## config.mk

```make
export PLATFORM = sky130hd
export DESIGN_NAME = stg1if
export DESIGN_NICKNAME = d
export VERILOG_FILES = /design/src/rtl/stg1if.sv
export SDC_FILE = /design/constraint.sdc
export NUM_CORES = 1
export LEC_CHECK = 0
export CAP_MARGIN = 10
export CORE_ASPECT_RATIO = 2
export CORE_MARGIN = 8
export CORE_UTILIZATION = 55
export CTS_CLUSTER_DIAMETER = 80
export DETAILED_ROUTE_END_ITERATION = 16
export PLACE_DENSITY = 0.89
export SYNTH_ARGS = -nofsm -noshare
export SYNTH_HDL_FRONTEND = slang
export SYNTH_SLANG_ARGS = --single-unit
```

## constraint.sdc

```tcl
create_clock -name iw_clk -period 13 [get_ports iw_clk]
set_input_delay 3.25 -clock iw_clk [delete_from_list [all_inputs] [get_ports iw_clk]]
set_output_delay 3.25 -clock iw_clk [all_outputs]
set_load 0.02 [all_outputs]
```

## src/rtl/stg1if.sv

```systemverilog
// stg1if: instruction fetch stage issuing word reads and buffering {pc, instr} pairs
// in a small FIFO for decode, with taken-branch redirect flushing stale data.
`ifndef SIZE_ADDR
`define SIZE_ADDR 16
`endif
`ifndef SIZE_DATA
`define SIZE_DATA 32
`endif

module stg1if #(
    parameter logic [`SIZE_ADDR-1:0] RESET_PC = '0,
    parameter int DEPTH = 2
) (
    input  logic                  iw_clk,
    input  logic                  iw_rst,
    output logic                  ow_imem_req,
    output logic [`SIZE_ADDR-1:0] ow_imem_addr,
    input  logic                  iw_imem_ack,
    input  logic [`SIZE_DATA-1:0] iw_imem_data,
    output logic [`SIZE_ADDR-1:0] ow_pc,
    output logic [`SIZE_DATA-1:0] ow_instr,
    output logic                  ow_valid,
    input  logic                  iw_stall,
    input  logic                  iw_redirect,
    input  logic [`SIZE_ADDR-1:0] iw_redirect_pc
);
    localparam int AW = `SIZE_ADDR;
    localparam int DW = `SIZE_DATA;
    localparam int PW = $clog2(DEPTH);
    localparam int CW = $clog2(DEPTH + 1);

    logic [AW-1:0]    r_fetch_pc, r_pend_pc;
    logic             r_pend, r_stale;
    logic [CW-1:0]    r_count;
    logic [PW-1:0]    r_rd, r_wr;
    logic [AW+DW-1:0] r_mem [DEPTH];
    logic             push, pop, stale_wait;
    logic [CW:0]      occ;

    function automatic logic [PW-1:0] nxt(input logic [PW-1:0] p);
        return (p == PW'(DEPTH - 1)) ? '0 : p + PW'(1);
    endfunction

    assign push       = iw_imem_ack && r_pend && !r_stale && !iw_redirect;
    assign pop        = ow_valid && !iw_stall && !iw_redirect;
    assign stale_wait = r_pend && r_stale && !iw_imem_ack;
    // Occupancy after this edge, counting a stale request that still owes an ack.
    assign occ = {1'b0, r_count} + (CW+1)'(push) - (CW+1)'(pop) + (CW+1)'(stale_wait);

    assign ow_imem_req  = !iw_rst && !iw_redirect && (!r_pend || iw_imem_ack) && (occ < (CW+1)'(DEPTH));
    assign ow_imem_addr = r_fetch_pc;
    assign ow_valid     = r_count != '0;
    assign {ow_pc, ow_instr} = ow_valid ? r_mem[r_rd] : '0;

    always_ff @(posedge iw_clk) begin
        if (push) r_mem[r_wr] <= {r_pend_pc, iw_imem_data};
    end

    always_ff @(posedge iw_clk or posedge iw_rst) begin
        if (iw_rst) begin
            r_fetch_pc <= RESET_PC;
            r_pend_pc  <= RESET_PC;
            r_pend     <= 1'b0;
            r_stale    <= 1'b0;
            r_count    <= '0;
            r_rd       <= '0;
            r_wr       <= '0;
        end else if (iw_redirect) begin
            r_fetch_pc <= iw_redirect_pc;
            r_pend     <= r_pend && !iw_imem_ack;
            r_stale    <= r_pend && !iw_imem_ack;
            r_count    <= '0;
            r_rd       <= '0;
            r_wr       <= '0;
        end else begin
            if (ow_imem_req) begin
                r_fetch_pc <= r_fetch_pc + AW'(1);
                r_pend_pc  <= r_fetch_pc;
                r_pend     <= 1'b1;
                r_stale    <= 1'b0;
            end else if (iw_imem_ack) begin
                r_pend <= 1'b0;
            end
            if (push) r_wr <= nxt(r_wr);
            if (pop) r_rd <= nxt(r_rd);
            r_count <= r_count + CW'(push) - CW'(pop);
        end
    end
endmodule

```

=== Word-level counts from Yosys, hierarchy flattened ===
Memories as Yosys holds them, arrays and structs flattened.
Index checks and enable logic that the tools add are counted.

* Add/subtract/negate cells: 8
* Order comparisons: 1
* Muxes and demuxes: 17
* Bitwise gates (word level): 1
* Reductions and logical operators: 24

{| class="wikitable"
|+ Operators by type and width
! cell !! number
|-
| $mux 48 || 1
|-
| $mux 16 || 2
|-
| $add 16x1->16 const B || 1
|-
| $mux 1 || 13
|-
| $logic_and 1x1->1 || 11
|-
| $reduce_bool 2->1 || 4
|-
| $logic_not 1->1 || 6
|-
| $add 2x1->3 || 1
|-
| $add 3x1->3 || 1
|-
| $lt 3x2->1 const B || 1
|-
| $reduce_bool 3->1 || 1
|-
| $sub 3x1->3 || 1
|-
| $add 1x1->1 const B || 2
|-
| $add 2x1->2 || 1
|-
| $mux 2 || 1
|-
| $reduce_and 2->1 || 1
|-
| $sub 2x1->2 || 1
|-
| $logic_or 1x1->1 || 1
|-
| $not 1->1 || 1
|}

* Flip-flop bits (word level): 38
* Bits in writable memories: 96
* Input port bits: 53
* Output and inout port bits: 66
* Word-level logic and storage cells: 59
* Memories: 1

{| class="wikitable"
|+ Memories
! name !! words !! bits a word !! read ports !! clocked after Yosys merged registers in !! wr ports !! RTL line !! source
|-
| r_mem || 2 || 48 || 1 || 0 || 1 || 36 || <nowiki>logic [AW+DW-1:0] r_mem [DEPTH];</nowiki>
|}

=== Longest topological paths before layout ===
* Depth in word-level cells: 10
* Gate-level depth with buffers: 13
* Gate-level depth less buffers: 11

=== Least setup slack after synthesis ===
OpenSTA, ideal clock, no wires.

* Path type: in2out
* Start: in iw_redirect
* End: out ow_imem_req
* Arrival time: 6047 ps
* Data required time: 9750 ps
* Setup slack: 3703 ps
* Stages on the path: 12
* Path buffers: 3
* Cell sequence: clkbuf_1 > clkbuf_1 > nor3_1 > ha_1 > inv_1 > ha_1 > a21o_1 > fa_1 > nor2_1 > nand3_1 > nor2_4 > buf_4

* Word-level cells in the longest chain between the ends: 7
* Elaborated cells between the ends (all ways): 10
* Classes of those cells: add/sub: 3; order compare: 1; reduce/logical: 6

{| class="wikitable"
|+ Ends and longest elaborated chain
! what !! RTL line !! source
|-
| start: declaration || 24 || <nowiki>input logic iw_redirect,</nowiki>
|-
| $logic_not 1->1 (*) || 44, 45, 50 ||
|-
| $logic_and 1x1->1 || 44 || <nowiki>assign push = iw_imem_ack && r_pend && !r_stale && !iw_redirect;</nowiki>
|-
| $add 2x1->3 || 48 || <nowiki>assign occ = {1'b0, r_count} + (CW+1)'(push) - (CW+1)'(pop) + (CW+1)'(stale_wait);</nowiki>
|-
| $sub 3x1->3 || 48 ||
|-
| $add 3x1->3 || 48 ||
|-
| $lt 3x2->1 || 50 || <nowiki>assign ow_imem_req = !iw_rst && !iw_redirect && (!r_pend || iw_imem_ack) && (occ < (CW+1)'(DEPTH));</nowiki>
|-
| $logic_and 1x1->1 (*) || 50 ||
|-
| end: declaration || 16 || <nowiki>output logic ow_imem_req,</nowiki>
|}

Every way passes the cells marked *; elsewhere a longest branch is shown, timed or not.

=== Final worst setup path ===
Ends and elaborated chain as after synthesis.

==> results.ini <==
[synth]
synth_area_leaders = edfxtp_1 (52%), dfrtp_1 (17%), mux2i_1 (8.9%)
ys_warn_count = 0
ys_async_sr_fraction_pct = 28.4
synth-edff-count = 96
syn_inst = 392
synth_top_cell_by_area = edfxtp_1
syn_area_per_cell_um2 = 14.1
synth_cell_types = 38
synth.yosys.seq_area_share_pct = 69.3
synth_area_um2 = 5530
synth_top_area_share_pct = 52.1
syn_nets = 451
synth_seq_cells = 134
ys.flop_type = edfxtp_1

[placed_design]
portBuffers = 118
dp_hpwl_um = 7780
place_area_um2 = 6860
place_congestion = 0.878
pre_cts_ws_ns = 2.20

[drt]
post_drt_via_cell_ratio = 5.45
first_pass_iters = 4
drt_iter0_drc = 184
drc = 0
drt_wl_total_um = 11800
antenna_left = 0
wl_per_cell_um = 17.8
num_vias = 3597

[power]
power.density_nw_per_um2 = 172
p_total_w = 0.00129
p_leak_nw = 2.68
vdd_drop_max_mv = 0.119

[global_routing]
grt_usage_pct = 18.1
gr-total-overflow = 0
met1_usage_pct = 19.8
top_usage_layer = met2
grt_max_degree = 53
first_global_vias = 3763
antenna_found_initial = 0
grt_first_pass_wirelength_um = 18700
met3_usage_pct = 6.24
grt_use_met2_pct = 30.9

[final_layout]
stdcell_area_um2 = 7510
insertedDiodeCount = 0
nNetsFinal = 572
syn_to_final_growth_pct = 35.8
final_layout_size_suffix_gt1_share_pct = 10.7

[clock_network]
cts_resized = 0
cts_tree = built
numCtsBuffers = 17
h-tree-depth = 4
cts.clk_slew.worst_paths_ns = 0.05
cts_sinks = 134
cts_setup_buffers = 0
root_buffer = clkbuf_16
postCtsHoldBufs = 0
ctsLongestPathBuffers = 2
clk_latency_ns = 0.41

[critical_path]
worstPathMaxFanout = 37
worstPathRequired_ns = 9.75
startpoint_type = input port
cp-end-kind = output pin
path_class = in2out
worstPathArrival_ns = 7.65

[run_status]
outcome = finished, final reports clean

[die]
die_y_um = 158
dieArea_um2 = 13700
die_w_um = 86.9
num_rows = 52
core_area_um2 = 9950
io_pins = 119
initial_core_util_pct = 55.6

[timing]
rsz0062_at_grt = no
worst_slack_ns = 2.10
setup_viol = 0
period_minus_slack_ns = 10.90
slew_headroom_pct = 24.5
worst_pin_slew_ns = 1.13
tns_ns = 0
finalCritPeriodShare_pct = 83.8
fmax_ghz = 0.0918
maxSlewViolCount = 0
whs_ns = 0.472
clock_skew_ns = 0.00646
hold_viol = 0

[flow_run]
maxCapViolations = 0

[hold_path]
hp-class = reg2reg

path summary, 6_finish.rpt:
kind	start	to	slack, ns	cells after the start
worst max-delay path	iw_redirect	ow_imem_req	2.10	13
worst min-delay path	r_pend_pc[6]	r_mem[0][38]	0.47	0
worst max register to register	r_count[1]	r_pend_pc[9]	8.63	11
worst min register to register	r_pend_pc[6]	r_mem[0][38]	0.47	0
max in group asynchronous	iw_rst	r_rd	9.02	3
min in group asynchronous	iw_rst	ow_imem_addr[7]	3.24	2
logic make-up after synthesis:
family                     count (synthesis)  synth area share (%)
DFF                                      134                  69.3
buffers and inverters                     31                  2.26
and+or+nand+nor                          123                  10.5
AOI/OAI and AO/OA                         26                  3.12
adders and majority gates                  6                  1.49
muxes                                     65                  12.1
xor gates and xnor gates                   7                  1.24
power breakdown:
| part | total (W) | internal (W) | switching, W |
|---|---|---|---|
| logic | 0.000212 | 0.000104 | 0.000108 |
| clock network | 0.000527 | 0.000357 | 0.000170 |
| registers | 0.000553 | 0.000516 | 0.0000368 |
| total | 0.00129 | 0.000977 | 0.000315 |
per-stage QoR:
stage,cells,utilization [%]
final,660,75.5
after global routing,660,75.5
after CTS,660,75.5
after detailed placement,629,68.9
after global placement,629,68.9
after floorplan,392,-
synthesized netlist by cell type, types with 4 or more instances:
| cell | n |
|---|---|
| buf_2 | 4 |
| and3_1 | 6 |
| clkbuf_1 | 15 |
| or4_1 | 5 |
| ha_1 | 5 |
| mux2i_1 | 49 |
| inv_1 | 10 |
| mux2_2 | 16 |
| dfrtp_1 | 38 |
| a31oi_1 | 4 |
| o21ai_0 | 9 |
| nand2_1 | 18 |
| xor2_1 | 4 |
| edfxtp_1 | 96 |
| nand3_1 | 10 |
| nor2_1 | 62 |
| nand4_1 | 8 |
per-layer routing:
metal	up-vias	wire length, um
met5	-	0
met4	0	332
met3	27	778
met2	131	6150
met1	1758	4510
li1	1681	-
area by class of cell:
cell class | instances | area, um^2
Sequential cell | 134 | 3830
Fill cell | 607 | 2440
Multi-Input combinational cell | 227 | 1600
Timing Repair Buffer | 123 | 1220
Clock buffer | 17 | 425
Clock inverter | 14 | 230
Tap cell | 135 | 169
Inverter | 10 | 37.5
placed cells by master, fill, tap and decap left out, types with 5 or more instances in the layout:
cell and n:
and3_1 6, buf_4 5, bufinv_16 6, clkbuf_16 17
clkdlybuf4s50_1 118, dfrtp_1 37, edfxtp_1 96, ha_1 5
inv_1 10, mux2_2 16, mux2i_1 49, nand2_1 18
nand3_1 10, nand4_1 8, nor2_1 59, o21ai_0 9
or4_1 5
critical path, stage by stage:
cell             delay (ns)
clkdlybuf4s50_1        0.45
buf_4                  0.33
inv_1                  0.27
nand2b_1               0.29
ha_1                   0.29
inv_1                  0.10
ha_1                   0.24
a21o_1                 0.16
fa_1                   0.44
nor2_1                 0.29
nand3_1                0.32
nor2_4                 0.50
clkdlybuf4s50_1        0.71
state kept, by name, indices dropped and copies added, names as in the netlist:
signal	count
r_count	2
r_pend	1
ow_imem_addr	16
r_stale	1
r_rd	1
r_mem	96
r_pend_pc	16
r_wr	1
Power figures use the tool's default switching activity.
